===== config.mk =====
export PLATFORM = sky130hd
export DESIGN_NAME = shared_reg_arbiter
export DESIGN_NICKNAME = d
export VERILOG_FILES = /design/src/rtl/shared_reg_pkg.sv /design/src/rtl/shared_reg_arbiter_rr_pick.sv /design/src/rtl/shared_reg_arbiter.sv
export SDC_FILE = /design/constraint.sdc
export NUM_CORES = 1
export LEC_CHECK = 0
export ABC_CLOCK_PERIOD_IN_PS = 4300
export BUFFER_PORTS_ARGS = -buffer_cell sky130_fd_sc_hd__buf_2
export CORE_ASPECT_RATIO = 0.75
export CORE_MARGIN = 1.5
export CORE_UTILIZATION = 47
export CTS_CLUSTER_DIAMETER = 120
export CTS_CLUSTER_SIZE = 16
export DETAILED_ROUTE_END_ITERATION = 10
export GPL_TIMING_DRIVEN = 0
export HOLD_SLACK_MARGIN = 0.08
export PLACE_DENSITY = 0.84
export SLEW_MARGIN = 20
export SYNTH_ARGS = -nofsm -noshare
export SYNTH_HDL_FRONTEND = slang
export SYNTH_SLANG_ARGS = --single-unit

===== constraint.sdc =====
create_clock -name clk -period 4.3 [get_ports clk]
set_input_delay 0.215 -clock clk [delete_from_list [all_inputs] [get_ports clk]]
set_output_delay 0.215 -clock clk [all_outputs]
set_load 0.01 [all_outputs]

===== src/rtl/shared_reg_pkg.sv =====
// Shared types and default sizes for the shared register arbiter.
package shared_reg_pkg;

  typedef enum logic [1:0] {
    IDLE  = 2'd0,
    GRANT = 2'd1,
    ACK   = 2'd2
  } state_t;

  localparam int NUM_REQ_DEF = 4;
  localparam int DATA_W_DEF  = 8;

endpackage


===== src/rtl/shared_reg_arbiter_rr_pick.sv =====
// Combinational round-robin picker: lowest requesting index >= ptr, wrapping to 0.
module rr_pick #(
  parameter int N  = 4,
  parameter int IW = $clog2(N)
) (
  input  logic [N-1:0]  req,
  input  logic [IW-1:0] ptr,
  output logic          valid,
  output logic [IW-1:0] idx
);

  logic [N-1:0] ge_ptr;
  logic [N-1:0] masked;
  logic [N-1:0] sel;
  logic [N-1:0] first;
  logic [N-1:0] bit_mask [IW];

  genvar gi, bi;
  generate
    for (gi = 0; gi < N; gi++) begin : g_ge
      assign ge_ptr[gi] = (ptr <= IW'(gi));
    end
    // bit_mask[b] marks every position whose index has bit b set.
    for (bi = 0; bi < IW; bi++) begin : g_enc
      for (gi = 0; gi < N; gi++) begin : g_bit
        assign bit_mask[bi][gi] = (((gi >> bi) & 1) == 1);
      end
      assign idx[bi] = |(first & bit_mask[bi]);
    end
  endgenerate

  // Prefer requests at or above the pointer; fall back to the wrapped set.
  assign masked = req & ge_ptr;
  assign sel    = (|masked) ? masked : req;
  assign first  = sel & (~sel + 1'b1);
  assign valid  = |req;

endmodule


===== src/rtl/shared_reg_arbiter.sv =====
// Round-robin arbiter sharing one register among NUM_REQ writers.
// Optional parity (q_par/par_err) enabled by SHARED_REG_PARITY_EN.
module shared_reg_arbiter
  import shared_reg_pkg::*;
#(
  parameter int NUM_REQ = NUM_REQ_DEF,
  parameter int DATA_W  = DATA_W_DEF,
  parameter int IDX_W   = $clog2(NUM_REQ)
) (
  input  logic                      clk,
  input  logic                      rst,
  input  logic [NUM_REQ-1:0]        req,
  input  logic [NUM_REQ*DATA_W-1:0] wdata,
  output logic [NUM_REQ-1:0]        gnt,
  output logic                      ack,
  output logic [IDX_W-1:0]          owner,
  output logic [DATA_W-1:0]         q,
  output logic                      busy
`ifdef SHARED_REG_PARITY_EN
  ,
  output logic                      q_par,
  output logic                      par_err
`endif
);

  localparam logic [IDX_W-1:0] LAST_IDX = IDX_W'(NUM_REQ - 1);

  state_t             state_reg, state_next;
  logic [IDX_W-1:0]   win_reg, win_next;
  logic [IDX_W-1:0]   ptr_reg, ptr_next;
  logic [IDX_W-1:0]   owner_reg;
  logic [DATA_W-1:0]  q_reg;
  logic               wr_en;
  logic               pick_valid;
  logic [IDX_W-1:0]   pick_idx;
  logic [DATA_W-1:0]  slice [NUM_REQ];

  genvar gi;
  generate
    for (gi = 0; gi < NUM_REQ; gi++) begin : g_slice
      assign slice[gi] = wdata[gi*DATA_W +: DATA_W];
    end
  endgenerate

  rr_pick #(.N(NUM_REQ), .IW(IDX_W)) u_pick (
    .req   (req),
    .ptr   (ptr_reg),
    .valid (pick_valid),
    .idx   (pick_idx)
  );

  always_comb begin
    state_next = state_reg;
    win_next   = win_reg;
    ptr_next   = ptr_reg;
    wr_en      = 1'b0;
    case (state_reg)
      IDLE: begin
        if (pick_valid) begin
          win_next   = pick_idx;
          state_next = GRANT;
        end
      end
      GRANT: begin
        // A dropped request aborts without touching q, owner or the pointer.
        if (req[win_reg]) begin
          wr_en      = 1'b1;
          ptr_next   = (win_reg == LAST_IDX) ? '0 : win_reg + 1'b1;
          state_next = ACK;
        end else begin
          state_next = IDLE;
        end
      end
      ACK:     state_next = IDLE;
      default: state_next = IDLE;
    endcase
  end

  always_ff @(posedge clk) begin
    if (rst) begin
      state_reg <= IDLE;
      win_reg   <= '0;
      ptr_reg   <= '0;
      owner_reg <= '0;
      q_reg     <= '0;
    end else begin
      state_reg <= state_next;
      win_reg   <= win_next;
      ptr_reg   <= ptr_next;
      if (wr_en) begin
        q_reg     <= slice[win_reg];
        owner_reg <= win_reg;
      end
    end
  end

  always_comb begin
    gnt = '0;
    if (state_reg == GRANT) gnt[win_reg] = 1'b1;
  end

  assign ack   = (state_reg == ACK);
  assign busy  = (state_reg != IDLE);
  assign owner = owner_reg;
  assign q     = q_reg;

`ifdef SHARED_REG_PARITY_EN
  logic q_par_reg;

  always_ff @(posedge clk) begin
    if (rst) begin
      q_par_reg <= 1'b0;
    end else if (wr_en) begin
      q_par_reg <= ^slice[win_reg];
    end
  end

  assign q_par   = q_par_reg;
  assign par_err = (^q_reg) != q_par_reg;
`endif

endmodule


# [Yosys cells after proc, flatten, opt, wreduce, memory -nomap -nowiden]
# Cells that the tools add are included.
[totals] elab_cells=46 reg_bits=16 in_bits=38
[classes] mux=15 eq_ne=4 magnitude_cmp=7 addsub=2 n_reduce_logical=9 bitwise_logic=4
[op_table] operator="binary-select mux 8 bit (select 2 bit)" count=1
[op_table] operator="2-to-1 mux 8 bit" count=2
[op_table] operator="AND 4 bit" count=2
[op_table] operator="2-to-1 mux 4 bit" count=2
[op_table] operator="OR reduction 4 bit" count=2
[op_table] operator="2-to-1 mux 2 bit" count=3
[op_table] operator="adder 4 x 1 -> 4 bit (second input constant)" count=1
[op_table] operator="== test 2 bit (second input constant)" count=2
[op_table] operator="less-or-equal comparator 2 x 1 -> 1 bit (second input constant)" count=2
[op_table] operator="less-or-equal comparator 2 bit (second input constant)" count=2
[op_table] operator="2-to-1 mux 1 bit" count=4
[op_table] operator="inverter 4 bit" count=1
[op_table] operator="case mux 2 bit (2 select lines)" count=1
[op_table] operator="AND reduction 2 bit" count=2
[op_table] operator="OR reduction 2 bit" count=2
[op_table] operator="greater-or-equal comparator 3 bit (second input constant)" count=1
[op_table] operator="less-than comparator 2 x 3 -> 1 bit (second input constant)" count=1
[op_table] operator="inverter 2 -> 3 bit" count=1
[op_table] operator="adder 2 x 1 -> 2 bit (second input constant)" count=1
[op_table] operator="binary-select mux 1 bit (select 2 bit)" count=1
[op_table] operator="demux 1 bit (select 2 bit)" count=1
[op_table] operator="== test 2 x 1 -> 1 bit (second input constant)" count=1
[op_table] operator="greater-or-equal comparator 2 x 1 -> 1 bit (second input constant)" count=1
[op_table] operator="zero test 2 bit" count=1
[op_table] operator="3 further kinds" count=3

# [Longest topological paths before layout]
# Gate-level depths: netlist (run 1).
[logic_depth] word_depth=8 depth_mapped=6 ltp_nobuf=4

# [Hierarchy]
# Synthesis (run 1) repeated with hierarchy kept, for this count alone.
[hier_totals] cells_unflattened=95 hier_area_um2=1009.7
[by_module_without_submodules] module="shared_reg_arbiter" area_per_inst_um2=932.1 cells_per_inst=82 n_inst=1
[by_module_without_submodules] module="rr_pick" area_per_inst_um2=77.6 cells_per_inst=13 n_inst=1

# [Least setup slack after synthesis (run 1)]
# Ideal clock, no wire load.
[synth_timing] path_kind="register -> register" start="register win_reg[0]" end="register q_reg[0] (netlist: q[0])" synth_period_minus_slack_ps=1495 arrival_time_ps=1367 path_buffers=2 stages_incl_launch_ff=6 slack_ps=2805 t_required_ps=4172 path_cell_list="dfxtp_1 -> buf_2 -> buf_4 -> mux4_2 -> mux2i_1 -> nor2_1"
[synth_between] elab_chain_len=4 word_cells_on_any_way=8
[synth_rtl] element="start, declared" line="shared_reg_arbiter.sv:29" source="logic [IDX_W-1:0] win_reg, win_next;"
[synth_rtl] element="start signal, assigned" line="shared_reg_arbiter.sv:88" source="win_reg <= win_next;"
[synth_rtl] element="binary-select mux 1 bit (select 2 bit) / inverter 2 -> 3 bit (equally long branches)" line="shared_reg_arbiter.sv:66, shared_reg_arbiter.sv:91"
[synth_rtl] element="2-to-1 mux 1 bit (implied by the code) / binary-select mux 8 bit (select 2 bit) (equally long branches)" line="shared_reg_arbiter.sv:66, shared_reg_arbiter.sv:91"
[synth_rtl] element="2-to-1 mux 1 bit / 2-to-1 mux 8 bit (equally long branches)" line="shared_reg_arbiter.sv:66, shared_reg_arbiter.sv:91"
[synth_rtl] element="2-to-1 mux 1 bit / 2-to-1 mux 8 bit (equally long branches)" line="shared_reg_arbiter.sv:57, shared_reg_arbiter.sv:91"
[synth_rtl] element="end signal, assigned" line="shared_reg_arbiter.sv:91" source="q_reg <= slice[win_reg];"
[synth_rtl] element="end, declared" line="shared_reg_arbiter.sv:32" source="logic [DATA_W-1:0] q_reg;"
# Several ways; a longest one is shown, not always the timed one. The select of a mux whose other input is x is not followed.
# A chain may end at the register's enable or synchronous reset.

# [Worst setup path in the final report (run 1)]
[layout_timing] start="register win_reg[1]" end="output port gnt[1]"
[layout_between] elab_chain_len=5 word_cells_on_any_way=6
[layout_rtl] element="less-than comparator 2 x 3 -> 1 bit (implied by the code) / greater-or-equal comparator 2 x 1 -> 1 bit (equally long branches)" line="shared_reg_arbiter.sv:99" source="if (state_reg == GRANT) gnt[win_reg] = 1'b1;"
[layout_rtl] element="logical AND 1 bit (implied by the code)" line="shared_reg_arbiter.sv:99"
[layout_rtl] element="2-to-1 mux 1 bit (implied by the code)" line="shared_reg_arbiter.sv:99"
[layout_rtl] element="demux 1 bit (select 2 bit) (*)" line="shared_reg_arbiter.sv:99"
[layout_rtl] element="2-to-1 mux 4 bit (*)" line="shared_reg_arbiter.sv:99"
[layout_rtl] element="end, declared" line="shared_reg_arbiter.sv:14" source="output logic [NUM_REQ-1:0] gnt,"
# Mark *: on every way between the ends. The rest lies on a longest branch, timed or not.

==> results of run 1 <==
==> cell usage after synthesis, drive strengths merged <==
| library cell | instances | share of area (%) |
|---|---|---|
| inv | 8 | 3.0 |
| clkbuf | 2 | 0.75 |
| or3b | 1 | 1.1 |
| mux4 | 8 | 18 |
| nor2 | 16 | 6.0 |
| dfxtp | 16 | 32 |
| a21oi | 4 | 2.0 |
| o21ai | 1 | 0.50 |
| mux2 | 1 | 1.1 |
| nor2b | 2 | 1.3 |
| mux2i | 12 | 12 |
| o2bb2ai | 1 | 2.8 |
| o41ai | 1 | 0.88 |
| buf | 3 | 3.3 |
| a221oi | 2 | 1.8 |
| and2 | 4 | 2.5 |
| ha | 4 | 5.0 |
| nand2b | 1 | 0.63 |
| a2bb2oi | 1 | 0.88 |
| a211o | 1 | 0.88 |
| and2b | 1 | 0.75 |
| nand2 | 2 | 0.75 |
| o221ai | 1 | 0.88 |
| and3b | 1 | 0.88 |
==> worst min-delay path by stage <==
stage	slack (ps)	depth (start not counted)	endpoint	from
finish	180	2	win_reg[0]$_SDFFE_PP0P_	rst
global placement	470	2	owner[0]$_SDFFE_PP0P_	owner[0]$_SDFFE_PP0P_
floorplan	280	1	win_reg[0]$_SDFFE_PP0P_	rst
global route	170	2	state_reg[1]$_SDFFE_PP0P_	rst
CTS	170	2	win_reg[0]$_SDFFE_PP0P_	rst
detailed placement	480	2	q[3]$_SDFFE_PP0P_	q[3]$_SDFFE_PP0P_
==> power groups by stage <==
stage	clock network, uW	logic [uW]	registers [uW]
after global routing	109	123	167
after floorplan	0	71.3	170
after CTS	102	113	165
after detailed placement	0	112	169
final	99.3	111	165
after global placement	0	108	168
==> cell usage in the layout, fill, tap and decap left out <==
| cell type | count |
|---|---|
| nand2_1 | 2 |
| and2b_1 | 1 |
| nor2b_1 | 2 |
| or3b_4 | 1 |
| buf_4 | 1 |
| dfxtp_1 | 16 |
| buf_2 | 54 |
| and2_1 | 4 |
| and3b_1 | 1 |
| clkbuf_4 | 3 |
| o221ai_1 | 1 |
| clkbuf_8 | 1 |
| a2bb2oi_1 | 1 |
| nor2_1 | 16 |
| a21oi_1 | 4 |
| o2bb2ai_4 | 1 |
| nand2b_1 | 1 |
| mux4_2 | 8 |
| mux2i_1 | 12 |
| inv_1 | 8 |
| a221oi_1 | 2 |
| clkbuf_1 | 2 |
| buf_12 | 1 |
| o21ai_0 | 1 |
| a211o_1 | 1 |
| mux2_2 | 1 |
| ha_1 | 4 |
| o41ai_1 | 1 |
==> per-stage QoR <==
stage | utilization [%] | power [uW]
finish | 66.48 | 375.8
global route | 66.48 | 399.0
CTS | 66.48 | 380.0
detailed placement | 64.66 | 281.1
global placement | 64.66 | 276.3
floorplan | - | 241.3
==> layout make-up <==
type,count,area share [%]
plain buffers,5,3.016
repair buffers,53,19.98
flip-flops and latches,16,24.13
multi-input cells,65,45.62
clock buffers,4,2.733
inverters,8,2.262
well taps,24,2.262
==> layer usage <==
layer	global-route usage [%]	routed length, um
met1	22.97	886
met2	38.12	1183
met3	7.317	202
met4	4.286	10
met5	0	0
==> cells by family after synthesis <==
group / Yosys count
muxes: 21
DFF: 16
AOI/OAI and AO/OA: 12
adders and majority gates: 4
and+or+nand+nor: 28
buffers and inverters: 13
==> flow_summary_export.csv, run 1 <==
group,metric,value,unit
setup_path,crit_path_max_incr_delay,480,ps
yosys,syn_nets,136,
setup_path,cp.arrival,1790,ps
setup_path,crit_family,"buffers and inverters",
clocking,clock_latency,280,ps
floorplanning,fp.dieH,42.87,um
yosys,synth_compound_area_share,10.55,%
yosys,yosysSeqAreaShare,32.16,%
pwr,p_seq_share,44.0,%
final_layout,layout.cells.non_filler,175,
floorplanning,rows,14,
global_route,global_route.overflow_total,0,
timing,setup-tns-final,0,ps
status,status,"complete, no violations",
setup_path,crit_path_end,"gnt[1]",
routing,ant_nets,0,
floorplanning,die_w,56.16,um
pwr,p_clk_share,26.4,%
timing,setup_viol,0,
floorplanning,design.die.area,2407,um^2
timing,hold_viol_final,0,
yosys,synth.avg_cell_area,10.60,um^2
setup_path,r2r-start,"win_reg[1]$_SDFFE_PP0P_",
yosys,synthMuxAreaShare,31.28,%
timing,slew_viol_final,0,
placed_design,place_area,1291,um^2
setup_path,r2r_end,"q[2]$_SDFFE_PP0P_",
setup_path,crit_buf_inv,3,
setup_path,r2r_cells,4,
routing,first_pass_iters,4,
worst_hold_path,hp-class,"input pin to flip-flop",
pwr,cellLeakagePower,0.0006242,uW
timing,maxSlewHeadroom,56.17,%
routing,vias_per_cell,5.309,
yosys,synthAdderAreaFrac,5.025,%
final_layout,area_growth,33.29,%
setup_path,end_kind,"output pin",
clocking,cts_resized,0,
final_layout,largest_reg_flops,8,
pwr,power.internal,270.5,uW
yosys,synth_xor_area_share,0,%
setup_path,worstPathMaxFanout,10,
yosys,synthesis.area,996.0,um^2
clocking,cts_buffers,3,
global_route,first_global_vias,921,
pwr,powerDensity,283.1,nW/um^2
timing,finalCriticalPeriod,2008,ps
timing,finClkSkew,0.7824,ps
placed_design,portBuffers,53,
timing,min_period_over_period,46.69,%
floorplanning,ioPinCount,54,
clocking,postCtsHoldBufs,0,
clocking,path_clk_slew,90,ps
placed_design,pre_cts_ws,2572,ps
pwr,p_sw_share,28.02,%
final_layout,diodes,0,
yosys,synth_top_family_by_area,"multiplexers",
routing,routed_wl,2283,um
setup_path,path_class,"flip-flop to output pin",
yosys,yosys_warnings,0,
setup_path,r2r_slack,2630,ps
clocking,cts.sinks,16,
clocking,cts-root-buf,"clkbuf_4",
yosys,synthDistinctLibCells,26,
flow_run,drv_cap,0,
pwr,vdd_drop_max,0.1935,mV
global_route,antenna_found_initial,0,
routing,wl_per_cell,13.05,um
placed_design,place.gp.congestion,0.8526,
clocking,cts_setup_buffers,0,
global_route,grt_pass1_wl,3815,um
setup_path,path_cells,"clkbuf_1 > inv_1 > ha_1 > and2_1 > buf_2",
placed_design,dp_hpwl,1861,um
setup_path,setup.worst_path.start,"win_reg[1]$_SDFFE_PP0P_",
routing,drt_iter0_markers,20,
global_route,grt_use_total,20.62,%
pwr,p_switching,105.3,uW
setup_path,path_depth,5,
clocking,clockBufferDepth,2,
final_layout,fin_area,1328,um^2
final_layout,regArea,320.3,um^2
setup_path,critPathRequiredTime,4090,ps
routing,drc_errors,0,
clocking,h-tree-depth,1,
final_layout,multiInputGateArea,605.6,um^2
yosys,ys_ff_latch,16,
setup_path,start_kind,"flip-flop",
timing,fmax,0.4981,GHz
timing,worst_slack,2292,ps
pwr,combinationalPowerShare,29.6,%
final_layout,n_fill_cell,171,
timing,rsz0062_at_grt,"no",
floorplanning,fp.coreArea,1997,um^2
timing,worstMarginPinSlew,649.0,ps
placed_design,place_inst,171,
yosys,synthCells,94,
final_layout,drive_above_1_share,47.02,%
timing,timing.hold.ws,177.7,ps
routing,via_count,929,
yosys,synth-simple-area-share,13.94,%
setup_path,cp_slowest_cell,"clkbuf_1",
floorplanning,initial_core_util,49.87,%
final_layout,nets,194,
clocking,cts_tree,"done",
global_route,grt_max_degree,11,
Note: power is estimated with default switching activity, not from simulation.
==> run 2: changes to the inputs <==
- ABC_CLOCK_PERIOD_IN_PS: 4300 -> 1800
- CORE_UTILIZATION: 47 -> 39
- PLACE_DENSITY: 0.84 -> 0.74
- clock period: 4.3 -> 1.8 ns (I/O delays scaled with it)
==> run 2 against run 1 <==
Compared with the run above:
- design area rose by 1.0%
- sequential share of layout area shrank 0.25 points
- global-route usage decreased by 3.1 points
- final cell count is 5.7% higher
- worst hold slack gained 1.8 ps
- wire length up 0.35%
- setup slack worse by 2100 ps
- clock skew up 3.2 ps
==> flow_summary_export.csv, run 2 (same netlist as run 1, synthesis figures left out) <==
group,metric,value,unit
floorplanning,die_w,61.35,um
clocking,cts_setup_buffers,0,
routing,via_count,918,
floorplanning,fp.coreArea,2365,um^2
placed_design,place_inst,181,
routing,first_pass_iters,4,
global_route,grt_use_total,17.51,%
timing,setup_viol,0,
clocking,clock_latency,270,ps
final_layout,nets,195,
global_route,first_global_vias,864,
timing,finalCriticalPeriod,1651,ps
clocking,h-tree-depth,1,
worst_hold_path,hp-class,"input pin to flip-flop",
setup_path,path_cells,"buf_2 > buf_6 > inv_1 > ha_1 > and2_1 > buf_2",
floorplanning,rows,15,
global_route,grt_pass1_wl,3663,um
routing,wl_per_cell,12.38,um
timing,maxSlewHeadroom,53.80,%
timing,hold_viol_final,0,
timing,finClkSkew,4.007,ps
final_layout,layout.cells.non_filler,185,
timing,worstMarginPinSlew,684.0,ps
pwr,powerDensity,626.3,nW/um^2
routing,ant_nets,0,
routing,drt_iter0_markers,75,
final_layout,area_growth,34.67,%
global_route,global_route.overflow_total,0,
final_layout,n_fill_cell,237,
final_layout,layout_commonest_cell,"buf_2",
status,status,"complete, no violations",
setup_path,start_kind,"flip-flop",
placed_design,portBuffers,53,
setup_path,r2r_end,"q[6]$_SDFFE_PP0P_",
timing,fmax,0.6057,GHz
worst_hold_path,hp-start,"req[3]",
timing,slew_viol_final,0,
clocking,cts-root-buf,"clkbuf_4",
global_route,grt_max_degree,11,
clocking,cts_buffers,3,
placed_design,place.gp.congestion,0.7223,
placed_design,dp_hpwl,1904,um
pwr,report.power.total,840.1,uW
setup_path,crit_path_max_incr_delay,370,ps
setup_path,cp_slowest_cell,"dfxtp_1",
setup_path,crit_family,"buffers and inverters",
setup_path,crit_buf_inv,4,
setup_path,r2r-start,"win_reg[0]$_SDFFE_PP0P_",
pwr,vdd_drop_max,0.3580,mV
floorplanning,initial_core_util,42.12,%
setup_path,path_class,"flip-flop to output pin",
floorplanning,design.die.area,2869,um^2
flow_run,drv_cap,0,
setup_path,r2r_slack,170,ps
worst_hold_path,min_path_cells,3,
timing,rsz0062_at_grt,"no",
routing,vias_per_cell,4.962,
timing,setup-tns-final,0,ps
setup_path,r2r_cells,6,
final_layout,diodes,0,
final_layout,final_cell_mix,"54 x buf_2, 16 x nor2_1, 16 x dfxtp_1, 12 x mux2i_1",
routing,drc_errors,0,
pwr,cellLeakagePower,0.0006254,uW
final_layout,largest_reg_flops,8,
floorplanning,fp.dieH,46.77,um
setup_path,cp.arrival,1560,ps
setup_path,worstPathMaxFanout,10,
clocking,path_clk_slew,90,ps
clocking,cts.sinks,16,
timing,min_period_over_period,91.72,%
worst_hold_path,whs_endpoint,"state_reg[0]$_SDFFE_PP0P_",
final_layout,regArea,320.3,um^2
setup_path,critPathRequiredTime,1710,ps
setup_path,cp_common_cell,"buf_2",
clocking,cts_tree,"done",
setup_path,end_kind,"output pin",
floorplanning,ioPinCount,54,
final_layout,multiInputGateArea,605.6,um^2
global_route,antenna_found_initial,0,
final_layout,drive_above_1_share,47.02,%
clocking,clockBufferDepth,2,
routing,routed_wl,2291,um
==> run 2: cell types whose count changed in the layout (fill, tap and decap cells not counted), sizes merged <==
cell | before | now
dlygate4sd3 | 0 | 1
clkbuf | 6 | 5
==> run 2: area by class of cell <==
class,instances,share of cell area [%]
plain buffers,5,3.358
multi-input cells,65,45.15
clock buffers,3,1.679
repair buffers,54,20.52
inverters,8,2.239
well taps,34,3.172
flip-flops and latches,16,23.88
==> run 2: timing repair <==
action,4_1_cts,5_1_grt
hold endpoints to repair,6,0
endpoints found under the setup margin,2,2
hold buffers,1,0
gates cloned,0,0
gates resized for setup,1,1
==> run 2: routing by layer <==
layer	vias to the layer above	part of all wire (%)	routed length, um	global-route usage [%]
met5	-	0	0	0
met4	0	0.83	19	5.106
met3	2	9.2	210	4.959
met2	45	46	1046	28.30
met1	419	44	1015	23.36
li1	452	-	-	-
==> run 2: worst max path at each step <==
stage | from | to | cells past startpoint
3_5_place_dp | win_reg[0]$_SDFFE_PP0P_ | q[6]$_SDFFE_PP0P_ | 5
2_1_floorplan | win_reg[0]$_SDFFE_PP0P_ | q[0]$_SDFFE_PP0P_ | 5
5_1_grt | win_reg[0]$_SDFFE_PP0P_ | gnt[0] | 6
6_report | win_reg[0]$_SDFFE_PP0P_ | gnt[0] | 6
4_1_cts | win_reg[0]$_SDFFE_PP0P_ | gnt[0] | 6
3_3_place_gp | win_reg[0]$_SDFFE_PP0P_ | q[6]$_SDFFE_PP0P_ | 5
==> run 2: power breakdown <==
| group | internal, uW | total, uW | switching, uW |
|---|---|---|---|
| Clock | 77.3 | 176 | 98.6 |
| Sequential | 378 | 395 | 17.1 |
| Combinational | 148 | 269 | 121 |
| Total | 603 | 840 | 237 |
==> run 2: worst reg2reg max path, stage by stage, from the launching register on <==
cell       delay [ps]
dfxtp_1           370
buf_2             220
mux2_2            390
o2bb2ai_4         160
buf_12            170
mux2i_1           150
nor2_1             60
==> run 2: metrics by stage <==
step                      util (%)  worst slack [ps]  hold WS [ps]  cell area (um^2)
after detailed placement     55.13             151.0         353.1              1304
after CTS                    56.56             69.36         169.7              1338
final                        56.72             149.0         179.4              1341
after floorplan                  -             305.3         159.1             996.0
after global routing         56.72            0.1206         223.3              1341
after global placement       55.13             181.5         349.4              1304
